===== src/rtl/regfile_wb_ctrl_pkg.sv =====
// Shared CPU definitions for the writeback path: register/data widths,
// the zero register, and the write-request record.
package regfile_wb_ctrl_pkg;

  localparam int REG_ADDR_W = 5;
  localparam int DATA_W     = 32;
  localparam int NUM_REGS   = 1 << REG_ADDR_W;
  localparam logic [REG_ADDR_W-1:0] REG_ZERO = '0;

  typedef struct packed {
    logic [REG_ADDR_W-1:0] rd;
    logic [DATA_W-1:0]     data;
  } wb_req_t;

  function automatic logic [NUM_REGS-1:0] reg_mask(input logic [REG_ADDR_W-1:0] r);
    reg_mask = NUM_REGS'(1) << r;
  endfunction

endpackage


===== src/rtl/regfile_wb_ctrl_scoreboard.sv =====
// Pending-write scoreboard: one bit per register, set at issue, cleared at
// commit, set wins on collision; register 0 never reads as pending.
module wb_scoreboard
  import regfile_wb_ctrl_pkg::*;
(
  input  logic                  clock,
  input  logic                  reset,
  input  logic                  set_en,
  input  logic [REG_ADDR_W-1:0] set_reg,
  input  logic                  clr_en,
  input  logic [REG_ADDR_W-1:0] clr_reg,
  input  logic [REG_ADDR_W-1:0] check_reg1,
  input  logic [REG_ADDR_W-1:0] check_reg2,
  output logic                  busy
);

  logic [NUM_REGS-1:0] pending;
  logic [NUM_REGS-1:0] pending_next;
  logic [NUM_REGS-1:0] set_mask;
  logic [NUM_REGS-1:0] clr_mask;

  always_comb begin
    set_mask     = set_en ? reg_mask(set_reg) : '0;
    clr_mask     = clr_en ? reg_mask(clr_reg) : '0;
    pending_next = (pending & ~clr_mask) | set_mask;
    pending_next[REG_ZERO] = 1'b0;
  end

  always_ff @(posedge clock or posedge reset) begin
    if (reset) pending <= '0;
    else       pending <= pending_next;
  end

  assign busy = pending[check_reg1] | pending[check_reg2];

endmodule


===== src/rtl/regfile_wb_ctrl.sv =====
// Writeback controller: arbitrates ALU and load results onto the single
// register-file write port, with anti-starvation for the ALU.
module regfile_wb_ctrl
  import regfile_wb_ctrl_pkg::*;
#(
  parameter int STARVE_LIMIT = 4
) (
  input  logic                  clock,
  input  logic                  reset,
  input  logic                  issue_valid,
  input  logic [REG_ADDR_W-1:0] issue_reg,
  input  logic                  alu_valid,
  output logic                  alu_ready,
  input  logic [REG_ADDR_W-1:0] alu_reg,
  input  logic [DATA_W-1:0]     alu_data,
  input  logic                  mem_valid,
  output logic                  mem_ready,
  input  logic [REG_ADDR_W-1:0] mem_reg,
  input  logic [DATA_W-1:0]     mem_data,
  input  logic [REG_ADDR_W-1:0] check_reg1,
  input  logic [REG_ADDR_W-1:0] check_reg2,
  output logic                  check_busy,
  output logic                  regWrite,
  output logic [REG_ADDR_W-1:0] writeRegister,
  output logic [DATA_W-1:0]     writeData,
  output logic [15:0]           wb_count
);

  localparam int SC_W = (STARVE_LIMIT < 1) ? 1 : $clog2(STARVE_LIMIT + 1);
  localparam logic [SC_W-1:0] STARVE_MAX = SC_W'(STARVE_LIMIT);

  // Handshake: a source transfers on a rising edge where its valid and ready
  // are both high; the ready rules below never let both sources transfer.
  logic [SC_W-1:0] starve_cnt;
  logic            alu_starved;
  logic            mem_acc;
  logic            alu_acc;
  logic            acc_any;
  wb_req_t         acc_req;

  assign alu_starved = (starve_cnt == STARVE_MAX);

  always_comb begin
    mem_ready = !reset && !(alu_starved && alu_valid);
    alu_ready = !reset && (!mem_valid || alu_starved);
    mem_acc   = mem_valid && mem_ready;
    alu_acc   = alu_valid && alu_ready && !mem_acc;
    acc_any   = mem_acc || alu_acc;
    acc_req   = mem_acc ? wb_req_t'{rd: mem_reg, data: mem_data}
                        : wb_req_t'{rd: alu_reg, data: alu_data};
  end

  always_ff @(posedge clock or posedge reset) begin
    if (reset) begin
      regWrite      <= 1'b0;
      writeRegister <= '0;
      writeData     <= '0;
      wb_count      <= '0;
      starve_cnt    <= '0;
    end else begin
      // Writes to register 0 are consumed but never reach the register file.
      regWrite <= acc_any && (acc_req.rd != REG_ZERO);
      if (acc_any && (acc_req.rd != REG_ZERO)) begin
        writeRegister <= acc_req.rd;
        writeData     <= acc_req.data;
      end
      if (regWrite) wb_count <= wb_count + 16'd1;
      if (alu_valid && !alu_acc) begin
        if (!alu_starved) starve_cnt <= starve_cnt + SC_W'(1);
      end else begin
        starve_cnt <= '0;
      end
    end
  end

  wb_scoreboard u_scoreboard (
    .clock      (clock),
    .reset      (reset),
    .set_en     (issue_valid && (issue_reg != REG_ZERO)),
    .set_reg    (issue_reg),
    .clr_en     (regWrite),
    .clr_reg    (writeRegister),
    .check_reg1 (check_reg1),
    .check_reg2 (check_reg2),
    .busy       (check_busy)
  );

endmodule

===== config.mk =====
export PLATFORM = sky130hd
export DESIGN_NAME = regfile_wb_ctrl
export DESIGN_NICKNAME = d
export VERILOG_FILES = /design/src/rtl/regfile_wb_ctrl_pkg.sv /design/src/rtl/regfile_wb_ctrl_scoreboard.sv /design/src/rtl/regfile_wb_ctrl.sv
export SDC_FILE = /design/constraint.sdc
export NUM_CORES = 1
export LEC_CHECK = 0
export CORE_MARGIN = 4
export CORE_UTILIZATION = 46
export CTS_CLUSTER_DIAMETER = 120
export DETAILED_ROUTE_END_ITERATION = 8
export HOLD_SLACK_MARGIN = 0.12
export PLACE_DENSITY = 0.89
export SLEW_MARGIN = 30
export SYNTH_ARGS = -nofsm -noshare
export SYNTH_HDL_FRONTEND = slang
export SYNTH_SLANG_ARGS = --single-unit

===== constraint.sdc =====
create_clock -name clock -period 3.3 [get_ports clock]
set_input_delay 0.33 -clock clock [delete_from_list [all_inputs] [get_ports clock]]
set_output_delay 0.33 -clock clock [all_outputs]
set_load 0.02 [all_outputs]

==> key figures <==
Status
  • Status: completed

Clocking
  • Clock transition at path regs: 80 ps
  • CTS tree: yes
  • H-tree levels: 3
  • Post-CTS setup buffer count: 0
  • Root buf cell: clkbuf_8
  • Worst skew pair latency: 340 ps
  • Clock Path Buffers: 2
  • # hold bufs at CTS: 0
  • TritonCTS Sinks: 88
  • CTS Buf Count: 9
  • Post-CTS Resized: 0

Final layout
  • Leading cell type in the layout, fill and taps excluded: clkdlybuf4s50_1
  • Most frequent cells in the layout: clkdlybuf4s50_1, dfrtp_1, o21ai_0
  • Nets@finish: 662
  • Share of cells above drive strength 1: 0.0772
  • Finished Layout Cells: 699
  • Util after Layout: 0.671
  • Area delta synth->final: 40.2%
  • N_diodes: 0

Floorplanning
  • Initial Utilization: 0.479
  • Die Ht: 107 um
  • IO Pins: 151
  • Core area: 9330 um^2
  • Core Rows: 35
  • Die ar.: 11,400 um^2
  • Die X: 107 um

STA
  • Tcrit/Tclk final: 0.930
  • RSZ-0062 raised after global routing: false
  • Pins over their slew limit: 0
  • Crit path time final: 3070 ps
  • Final Skew: 13.8 ps
  • Final hold violation count: 0
  • Worst slew pin tran: 800 ps
  • Fmax: 326 MHz
  • Final Worst Setup Slack: 230 ps
  • Slew headroom: 0.467
  • Setup TNS: 0 ps
  • Setup violators final: 0

Logic synthesis
  • EDFF count, synth: 0
  • Area leader, netlist: dfrtp_1
  • Syn Area/Cell: 10.6 um^2
  • Synth cell types: 38
  • Synthesized instance count: 421
  • Syn nets: 518
  • Seq/Total Area, Yosys: 0.493
  • Synth Flop Type: dfrtp_1
  • FFs w/ async S/R, synth: 1.00
  • Cell Area, Synth: 4470 um^2
  • Top area cells in the synthesized netlist: dfrtp_1, mux2i_1, o21ai_0
  • Synth top area share: 0.493
  • FF+latch count, synth: 88
  • Ys Warns: 0

Detailed routing
  • Vias: 3,935
  • Starting DRT DRC Count: 239
  • Final WL: 12,600 um
  • DRT Pass-1 Iters: 4
  • Post-DRT Antenna Nets: 0
  • WL/cell: 18.0 um
  • Vias per cell: 5.63
  • Residual DRC: 0

Worst setup path
  • Crit path capture type: primary output
  • Crit-path max FO: 8
  • Critical path class: in -> out
  • Worst EP required: 2970 ps
  • CP startpoint kind: input pin
  • CP arrival: 2740 ps
  • Reg2Reg Setup Slack: 580 ps

Power
  • Peak supply drop: 0.000255 V
  • Leak Pwr: 2.54 nW
  • PwrDens: 556 nW/um^2
  • Post-layout power: 3.48 mW

Place
  • Port-buffer cells: 150
  • DP HPWL: 9640 um
  • DP Worst Slack: 238 ps
  • Final GP Congestion: 0.921
  • Placed cells: 683

Global routing
  • Vias in the first global route: 4,066
  • First-pass GRT wire length: 20,400 um
  • Congestion Overflow GR: 0
  • Largest net degree at the start of global routing: 89
  • Initial antenna violation count: 0
  • Total GRT Usage: 0.228

Flow run
  • Max Cap Viol: 0

Hold path
  • Min-Delay Path Class: reg -> reg
==> power by group <==
part	switching, mW	total, mW	leakage, nW	internal (mW)
Sequential	0.266	1.61	1.00	1.34
Clock	0.364	0.757	0.107	0.394
Combinational	0.523	1.11	1.43	0.591
==> cell type report <==
cell class	instances	area [um^2]
Fill cell	700	3070
Sequential cell	88	2200
Multi-Input combinational cell	303	2120
Timing Repair Buffer	154	1540
Tap cell	129	161
Clock buffer	12	155
Clock inverter	4	52.6
Inverter	9	37.5
==> critical path, cell delays in order <==
cell             delay [ps]
clkdlybuf4s50_1         770
mux4_2                  560
mux2_2                  280
a21oi_1                 140
o211ai_1                100
clkdlybuf4s50_1         550
==> through the flow <==
step,cell area (um^2),hold slack (ps)
finish,6260,476
global route,6260,520
floorplan,4470,426
detailed placement,6050,470
global placement,6050,473
CTS,6260,483
==> path summary, 6_finish.rpt <==
kind                               startpoint                        to  cells after the start
worst min register to register   wb_count[15]              wb_count[15]                      1
worst min-delay path             wb_count[15]              wb_count[15]                      1
worst max register to register  starve_cnt[0]             writeData[29]                      8
min in group asynchronous               reset          writeRegister[4]                      3
worst max-delay path            check_reg1[0]                check_busy                      6
max in group asynchronous               reset  u_scoreboard.pending[27]                      3
==> per-layer routing <==
metal  wire length, um  global-route usage  up-vias  share of wire
li1                  -                   -     1817              -
met1              4810               0.271     1901           0.38
met2              6420               0.396      195           0.51
met3              1130              0.0686       22          0.090
met4               225              0.0712        0          0.018
met5                 0                   0        -              0
==> cell usage after synthesis, drive strengths merged (4+ instances only) <==
master,n
xnor2,14
mux2i,42
buf,13
clkbuf,8
mux4,13
nor2,47
o21ai,62
nand2,17
nand3,11
o211ai,5
inv,9
nand4,5
nand3b,11
mux2,4
a21oi,43
dfrtp,88
==> cells by family after synthesis <==
kind of cell,after synthesis,share of synthesized area
flip-flops,88,0.493
XOR/XNOR,16,0.0314
AND/OR/NAND/NOR,108,0.120
buffers and inverters,30,0.0370
adder cells (fa/ha/maj),3,0.00840
multiplexers,59,0.170
AO/OA/AOI/OAI,117,0.141
==> state kept, by name, summed over array words and instances (netlist names) <==
name / cells
writeRegister: 5
writeData: 32
wb_count: 16
starve_cnt: 3
regWrite: 1
u_scoreboard.pending: 31
Note: power is estimated with default switching activity, not from simulation.
